<file path="src/rtl/cache_types.sv">
// rtl/cache_types.sv - shared cache-side types: line/beat widths, line offset, adaptor state enum
package cache_types;

  localparam int unsigned LINE_W_DEF    = 256;
  localparam int unsigned BURST_W_DEF   = 64;
  localparam int unsigned LINE_OFFSET_W = 5;

  typedef enum logic [1:0] {
    S_IDLE  = 2'd0,
    S_READ  = 2'd1,
    S_WRITE = 2'd2,
    S_DONE  = 2'd3
  } adaptor_state_t;

endpackage

</file>
<file path="src/rtl/line_beat_buffer.sv">
// rtl/line_beat_buffer.sv - line register with whole-line load, beat-indexed fill and beat-indexed select
module line_beat_buffer #(
  parameter int unsigned LINE_W  = 256,
  parameter int unsigned BURST_W = 64,
  localparam int unsigned BEATS  = LINE_W / BURST_W,
  localparam int unsigned IDX_W  = $clog2(BEATS)
) (
  input  logic               clk,
  input  logic               rst_n,
  input  logic               load_i,
  input  logic [LINE_W-1:0]  load_data_i,
  input  logic               beat_we_i,
  input  logic [IDX_W-1:0]   beat_idx_i,
  input  logic [BURST_W-1:0] beat_data_i,
  output logic [LINE_W-1:0]  line_o,
  output logic [BURST_W-1:0] beat_o
);

  logic [LINE_W-1:0] buf_q, buf_d;

  // Whole-line load takes priority over a single beat write
  always_comb begin
    buf_d = buf_q;
    if (load_i) begin
      buf_d = load_data_i;
    end else if (beat_we_i) begin
      buf_d[beat_idx_i*BURST_W +: BURST_W] = beat_data_i;
    end
  end

  // Line storage register
  always_ff @(posedge clk or negedge rst_n) begin
    if (!rst_n) buf_q <= '0;
    else        buf_q <= buf_d;
  end

  assign line_o = buf_q;
  assign beat_o = buf_q[beat_idx_i*BURST_W +: BURST_W];

endmodule

</file>
<file path="src/rtl/cacheline_adaptor.sv">
// rtl/cacheline_adaptor.sv - 256-bit line request to 4-beat 64-bit burst adaptor; CACHELINE_ADAPTOR_STATS_EN adds stat_reads/stat_writes
module cacheline_adaptor
  import cache_types::*;
#(
  parameter int unsigned LINE_W  = LINE_W_DEF,
  parameter int unsigned BURST_W = BURST_W_DEF,
  parameter int unsigned ADDR_W  = 32
) (
  input  logic               clk,
  input  logic               rst,
  input  logic [ADDR_W-1:0]  line_address,
  output logic [LINE_W-1:0]  line_rdata,
  input  logic [LINE_W-1:0]  line_wdata,
  input  logic               line_read,
  input  logic               line_write,
  output logic               line_resp,
  output logic [ADDR_W-1:0]  burst_address,
  input  logic [BURST_W-1:0] burst_rdata,
  output logic [BURST_W-1:0] burst_wdata,
  output logic               burst_read,
  output logic               burst_write,
  input  logic               burst_resp
`ifdef CACHELINE_ADAPTOR_STATS_EN
  ,
  output logic [31:0]        stat_reads,
  output logic [31:0]        stat_writes
`endif
);

  localparam int unsigned BEATS = LINE_W / BURST_W;
  localparam int unsigned CNT_W = $clog2(BEATS);

  adaptor_state_t    state_q, state_d;
  logic [CNT_W-1:0]  cnt_q, cnt_d;
  logic [ADDR_W-1:0] addr_q, addr_d;
  logic              wr_load, rd_fill, last_beat;
  logic [ADDR_W-1:0] aligned_addr;
  logic [BURST_W-1:0] wr_beat;
  logic [BURST_W-1:0] rbuf_beat_unused;
  logic [LINE_W-1:0]  wbuf_line_unused;
  logic [LINE_OFFSET_W-1:0] addr_offset_unused;

  assign aligned_addr       = {line_address[ADDR_W-1:LINE_OFFSET_W], {LINE_OFFSET_W{1'b0}}};
  assign addr_offset_unused = line_address[LINE_OFFSET_W-1:0];
  assign last_beat          = (cnt_q == CNT_W'(BEATS - 1));

  // Next-state, beat counter and latch strobes; write wins over read in IDLE
  always_comb begin
    state_d = state_q;
    cnt_d   = cnt_q;
    addr_d  = addr_q;
    wr_load = 1'b0;
    rd_fill = 1'b0;
    case (state_q)
      S_IDLE: begin
        cnt_d = '0;
        if (line_write) begin
          addr_d  = aligned_addr;
          wr_load = 1'b1;
          state_d = S_WRITE;
        end else if (line_read) begin
          addr_d  = aligned_addr;
          state_d = S_READ;
        end
      end
      S_READ: begin
        if (burst_resp) begin
          rd_fill = 1'b1;
          if (last_beat) state_d = S_DONE;
          else           cnt_d   = cnt_q + 1'b1;
        end
      end
      S_WRITE: begin
        if (burst_resp) begin
          if (last_beat) state_d = S_DONE;
          else           cnt_d   = cnt_q + 1'b1;
        end
      end
      S_DONE: begin
        cnt_d   = '0;
        state_d = S_IDLE;
      end
      default: state_d = S_IDLE;
    endcase
  end

  // State, counter and burst address registers
  always_ff @(posedge clk or negedge rst) begin
    if (!rst) begin
      state_q <= S_IDLE;
      cnt_q   <= '0;
      addr_q  <= '0;
    end else begin
      state_q <= state_d;
      cnt_q   <= cnt_d;
      addr_q  <= addr_d;
    end
  end

  // Read fill buffer is separate so a write cannot disturb the last read line
  line_beat_buffer #(.LINE_W(LINE_W), .BURST_W(BURST_W)) u_rbuf (
    .clk         (clk),
    .rst_n       (rst),
    .load_i      (1'b0),
    .load_data_i ('0),
    .beat_we_i   (rd_fill),
    .beat_idx_i  (cnt_q),
    .beat_data_i (burst_rdata),
    .line_o      (line_rdata),
    .beat_o      (rbuf_beat_unused)
  );

  line_beat_buffer #(.LINE_W(LINE_W), .BURST_W(BURST_W)) u_wbuf (
    .clk         (clk),
    .rst_n       (rst),
    .load_i      (wr_load),
    .load_data_i (line_wdata),
    .beat_we_i   (1'b0),
    .beat_idx_i  (cnt_q),
    .beat_data_i ('0),
    .line_o      (wbuf_line_unused),
    .beat_o      (wr_beat)
  );

  assign burst_address = addr_q;
  assign burst_read    = (state_q == S_READ);
  assign burst_write   = (state_q == S_WRITE);
  assign burst_wdata   = (state_q == S_WRITE) ? wr_beat : '0;
  assign line_resp     = (state_q == S_DONE);

`ifdef CACHELINE_ADAPTOR_STATS_EN
  logic [31:0] stat_reads_q, stat_reads_d, stat_writes_q, stat_writes_d;

  // Saturating completion counters, bumped on entry to DONE
  always_comb begin
    stat_reads_d  = stat_reads_q;
    stat_writes_d = stat_writes_q;
    if (state_q == S_READ && burst_resp && last_beat && stat_reads_q != 32'hFFFF_FFFF)
      stat_reads_d = stat_reads_q + 32'd1;
    if (state_q == S_WRITE && burst_resp && last_beat && stat_writes_q != 32'hFFFF_FFFF)
      stat_writes_d = stat_writes_q + 32'd1;
  end

  // Statistics registers
  always_ff @(posedge clk or negedge rst) begin
    if (!rst) begin
      stat_reads_q  <= '0;
      stat_writes_q <= '0;
    end else begin
      stat_reads_q  <= stat_reads_d;
      stat_writes_q <= stat_writes_d;
    end
  end

  assign stat_reads  = stat_reads_q;
  assign stat_writes = stat_writes_q;
`endif

endmodule
</file>
<file path="config.mk">
export PLATFORM = sky130hd
export DESIGN_NAME = cacheline_adaptor
export DESIGN_NICKNAME = d
export VERILOG_FILES = /design/src/rtl/cache_types.sv /design/src/rtl/line_beat_buffer.sv /design/src/rtl/cacheline_adaptor.sv
export SDC_FILE = /design/constraint.sdc
export NUM_CORES = 1
export LEC_CHECK = 0
export BUFFER_PORTS_ARGS = -buffer_cell sky130_fd_sc_hd__buf_2
export CAP_MARGIN = 20
export CORE_AREA = 2 2 277 279
export DETAILED_ROUTE_END_ITERATION = 6
export DIE_AREA = 0 0 279 281
export GPL_TIMING_DRIVEN = 0
export SYNTH_ARGS = -nofsm -noshare
export SYNTH_HDL_FRONTEND = slang
export SYNTH_SLANG_ARGS = --single-unit
</file>
<file path="constraint.sdc">
create_clock -name clk -period 3.7 [get_ports clk]
set_input_delay 0.37 -clock clk [delete_from_list [all_inputs] [get_ports clk]]
set_output_delay 0.37 -clock clk [all_outputs]
set_load 0.05 [all_outputs]
</file>
# Word level (Yosys, flattened, before mapping)
# Index checks and enable logic that the tools add are counted.
# W data, S select, Z words.
[totals]
reg_bits = 548
wordCells = 41
in_bits = 357
[op_classes]
shifts = 3
reduce_logical = 7
addsub = 2
mux = 16
eq_ne = 8
[ops]
columns = ["cell", "count"]
rows = [
  ["$bwmux W256", 1],
  ["$shift A64 B34 Y256 const A", 1],
  ["$shiftx A256 B9 Y64", 1],
  ["$shiftx A64 B34 Y256", 1],
  ["$mux W32", 2],
  ["$mux W64", 1],
  ["$neg A8 Y34", 1],
  ["$mux W2", 6],
  ["$eq A2 B2 Y1 const B", 3],
  ["$pmux W2 S3", 1],
  ["$mux W1", 4],
  ["$ne A2 B1 Y1 const B", 2],
  ["$pmux W2 S2", 1],
  ["$reduce_and A2 Y1", 2],
  ["$reduce_or A2 Y1", 2],
  ["$ne A3 B3 Y1 const B", 1],
  ["$reduce_and A3 Y1", 1],
  ["$add A2 B1 Y2 const B", 1],
  ["$eq A2 B1 Y1 const B", 1],
  ["$logic_not A2 Y1", 1],
  ["$ne A2 B2 Y1 const B", 1],
  ["$reduce_bool A2 Y1", 1],
]

# Longest topological paths before layout
[logic_depth]
word_depth = 4
mapped_depth = 9
ltp_nobuf = 5

# Hierarchy
# From an unflattened synthesis, not the netlist that was laid out.
[unflattened]
cells_unflattened = 2057
area_unflattened_um2 = 27123.5
[modules_own_cells]
columns = ["module", "instances", "area_per_inst_um2", "cells_per_inst"]
rows = [
  ["line_beat_buffer (u_rbuf)", 1, 12693.4, 946],
  ["line_beat_buffer (u_wbuf)", 1, 12639.6, 946],
  ["cacheline_adaptor", 1, 1790.5, 165],
]

# Least setup slack after synthesis
# OpenSTA, ideal clock, no wires.
[synth_path]
path_type = "register -> register"
start = "register cnt_q[1]"
end = "register u_rbuf.buf_q[108] (netlist: u_rbuf.line_o[108])"
required_ns = 3.617
path_buffers = 4
stages_incl_launch_ff = 10
setup_time_ns = 0.083
arrival_time_ns = 2.254
path_slack_ns = 1.363
cell_sequence = "dfrtp_1 -> buf_2 -> buf_1 -> inv_1 -> ha_1 -> and4bb_1 -> buf_4 -> buf_4 -> nand2_1 -> o21ai_0"
[synth_via]
elab_chain_cells = 3
elab_cells_between_ends = 4
cone_classes = "add/sub (1); shift (2); mux (1)"
[synth_rtl]
columns = ["item", "line_no", "source"]
rows = [
  ["from (decl)", "cacheline_adaptor.sv:34", "logic [CNT_W-1:0] cnt_q, cnt_d;"],
  ["from (signal assigned)", "cacheline_adaptor.sv:95", "cnt_q <= cnt_d;"],
  ["$neg A8 Y34 (*)", "-", ""],
  ["$shiftx A64 B34 Y256 / $shift A64 B34 Y256 (equally long branches)", "line_beat_buffer.sv:27", "buf_d[beat_idx_i*BURST_W +: BURST_W] = beat_data_i;"],
  ["$bwmux W256 (*)", "line_beat_buffer.sv:27", ""],
  ["to (signal assigned)", "line_beat_buffer.sv:34", "else buf_q <= buf_d;"],
  ["to (decl)", "line_beat_buffer.sv:19", "logic [LINE_W-1:0] buf_q, buf_d;"],
]
# Mark *: on every way between the ends. The rest lies on a longest branch, timed or not.
# A chain may end at the register's enable or synchronous reset.

# Worst setup path after layout
[layout_path]
start = "register cnt_q[1]"
end = "register u_rbuf.buf_q[74] (netlist: u_rbuf.line_o[74])"
# The elaborated chain is that of the path after synthesis.

==> impl_metrics.toml <==
[status]
status = "finished clean"

[clocking]
clock-sinks = 543
clk_pin_slew_worst_paths_ns = 0.07
clk_latency_ns = 0.61
htree_num_levels = 2
root_buffer = "clkbuf_16"
cts_buffer_depth = 3
numCtsBuffers = 59
cts_tree = "done"

[placement]
hpwl_um = 61150
dpl_cell_area_um2 = 27180
place_inst = 3289
portBuffers = 700
gp_congestion = 0.8619

[floorplanning]
start_util_pct = 29.55
row_count = 101
die_w_um = 279
io_pins = 712
dieArea_um2 = 78400
core_area_um2 = 75440
die_h_um = 281

[worst_setup_path]
critical-path-slowest-cell = "clkdlybuf4s15_2"
path_buf_inv = 5
crit_type = "flop to flop"
critPathTopFamily = "buffers and inverters"
critical_path_required_ns = 4.22
worstRegToRegCells = 9
start_kind = "flop"
worstPathCellList = "buf_2, clkdlybuf4s15_2, inv_1, ha_1, nand3_1, clkbuf_2, clkbuf_1, nand2_1, o21ai_0"
r2r-end = "u_rbuf.line_o[74]"
reg2reg_from = "cnt_q[1]"
slowest_delay_ns = 0.55
critPathCaptureType = "flop"
crit_path_max_fanout = 10
regToRegSetupSlack_ns = 0.29
arrival_ns = 3.93

[sta]
relSlewSlack_pct = 37.90
hold_viol_final = 0
maxSlewViolCount = 0
fin_crit_sh_pct = 92.20
rsz0062_at_grt = "false"
setup_violations = 0
worst_slew_pin_slew_ns = 0.9316
clock.fmax_ghz = 0.2931
clock_skew_ns = 0.01723
period_needed_ns = 3.411
fin_tns_setup_ns = 0

[finish]
design_area_um2 = 31990
nNetsFinal = 3020
final_common_cell = "buf_2"
layout_common_cells = "742 x buf_2, 543 x dfrtp_1, 284 x mux2_2, 281 x dlygate4sd3_1, 229 x nand2_1"
drive_gt1_share_pct = 45.16
instances_no_fill = 3679
area_growth_pct = 43.50

[global_route]
grt_remaining_overflow = 0
antenna_found_initial = 12
grt_max_degree = 126
track_usage_pct = 20.37
grt_pass1_wl_um = 120800
grt_pass1_vias = 19340

[pwr]
p_leak_nw = 15.39
peakVddDrop_mv = 0.6435
p_per_area_nw_per_um2 = 760.2
p_total_mw = 24.32

[flow_run]
maxCapViolCount = 0

[synth]
yosysTopAreaCell = "dfrtp_1"
ys_warn_count = 0
ys.flop_type = "dfrtp_1"
synth_area_um2 = 22290
synth_area_leaders = "dfrtp_1 61%, mux2_2 14%, mux4_2 6.5%"
synthArstFlopShare_pct = 100.0
syn_avg_cell_area_um2 = 13.92
ys_ff_latch = 543
ys_seq_area_share_pct = 60.95
synth_edf_count = 0
synth.distinct_cells = 30
synth_top_area_share_pct = 60.95
syn_inst = 1602

[detailed_routing]
antenna_left = 0
drt-total-wl_um = 82220
wl_per_cell_um = 22.35
drc_errors = 0
dr_total_vias = 17770
via_per_inst = 4.829
dr.first_iter.drc_count = 890
first_pass_iters = 5

[min_path]
hold_path_end = "u_rbuf.line_o[50]"
min_path_cells = 2
min_from = "burst_rdata[50]"
hp-class = "primary input to flop"
state kept, by name, summed over array words and instances, names as in the netlist:
| register | count |
|---|---|
| u_wbuf.line_o | 256 |
| state_q | 2 |
| burst_address | 27 |
| cnt_q | 2 |
| u_rbuf.line_o | 256 |
synthesized netlist by cell type (all sizes together), types with 2 or more instances:
cell,count
inv,5
mux4,64
buf,73
and2,64
mux2i,2
o21ai,116
dfrtp,543
clkbuf,49
a22o,143
ha,10
nand2,229
mux2,284
nor4b,2
nand3,4
nor2,5
logic make-up (layout without fill, tap and decap cells):
kind of cell	Yosys count	count (layout)	share of synthesized area, %
DFF	543	543	60.95
muxes	350	350	20.90
and+or+nand+nor	310	310	6.337
AOI/OAI and AO/OA	260	260	8.273
buffers and inverters	127	1218	2.919
adders and majority gates	10	10	0.5613
other	1	9	0.01682
xor gates and xnor gates	1	1	0.03930
worst max path at each step:
stage	startpoint	endpoint	slack, ns	cells after the start
floorplan	cnt_q[1]	u_rbuf.line_o[108]	1.36	9
global placement	rst	u_wbuf.line_o[250]	-8.67	1
detailed placement	cnt_q[1]	u_rbuf.line_o[108]	-0.49	9
CTS	cnt_q[1]	u_rbuf.line_o[108]	0.04	9
global route	cnt_q[1]	u_rbuf.line_o[72]	0.01	9
finish	cnt_q[1]	u_rbuf.line_o[74]	0.29	9
area by class of cell:
cell class                      count  area [µm²]
Buffer                            122       651.9
Multi-Input combinational cell    936        8069
Clock buffer                       88        1718
Clock inverter                     17       247.7
Sequential cell                   543       13590
Inverter                            5       18.77
Tap cell                          978        1224
Fill cell                        6951       43450
Antenna cell                        4       10.01
Timing Repair Buffer              986        6464
timing repair:
| item | in CTS | in global routing |
|---|---|---|
| buffers inserted | 0 | 0 |
| endpoints found under the hold margin | 396 | 0 |
| endpoints found under the setup margin | 116 | 9 |
| hold buffers | 281 | 0 |
| gates resized for setup | 6 | 4 |
through the flow:
stage / setup slack (ns) / hold WS (ns) / utilization [%]
after floorplan: 1.363 / 0.07441 / -
after global placement: -8.675 / 0.4573 / 35.83
after detailed placement: -0.4898 / 0.4651 / 36.03
after CTS: 0.04261 / 0.001965 / 42.39
after global routing: 0.01364 / 0.002384 / 42.40
final: 0.2887 / 0.04497 / 42.40
metal layers:
metal  track usage [%]  up-vias  part of all wire, %
li1                  -     7814                    -
met5                 0        -                 0.14
met3             5.586      179                  7.8
met2             35.81      786                   50
met4             8.340       16                  3.8
met1             23.40     8970                   38
worst reg2reg max path, delay by kind of cell, from the launching register on:
kind            cells  cell delay, ns
simple gates        2            0.46
buf+inv             5            2.05
flops               1            0.50
fa+ha+maj           1            0.23
compound gates      1            0.10
report_power, final:
part	switching, mW	internal [mW]	leakage [nW]
logic	5.54	3.83	7.50
registers	1.05	7.86	6.93
clock network	2.43	3.61	0.965
No activity file was read; power rests on OpenSTA's default activity.
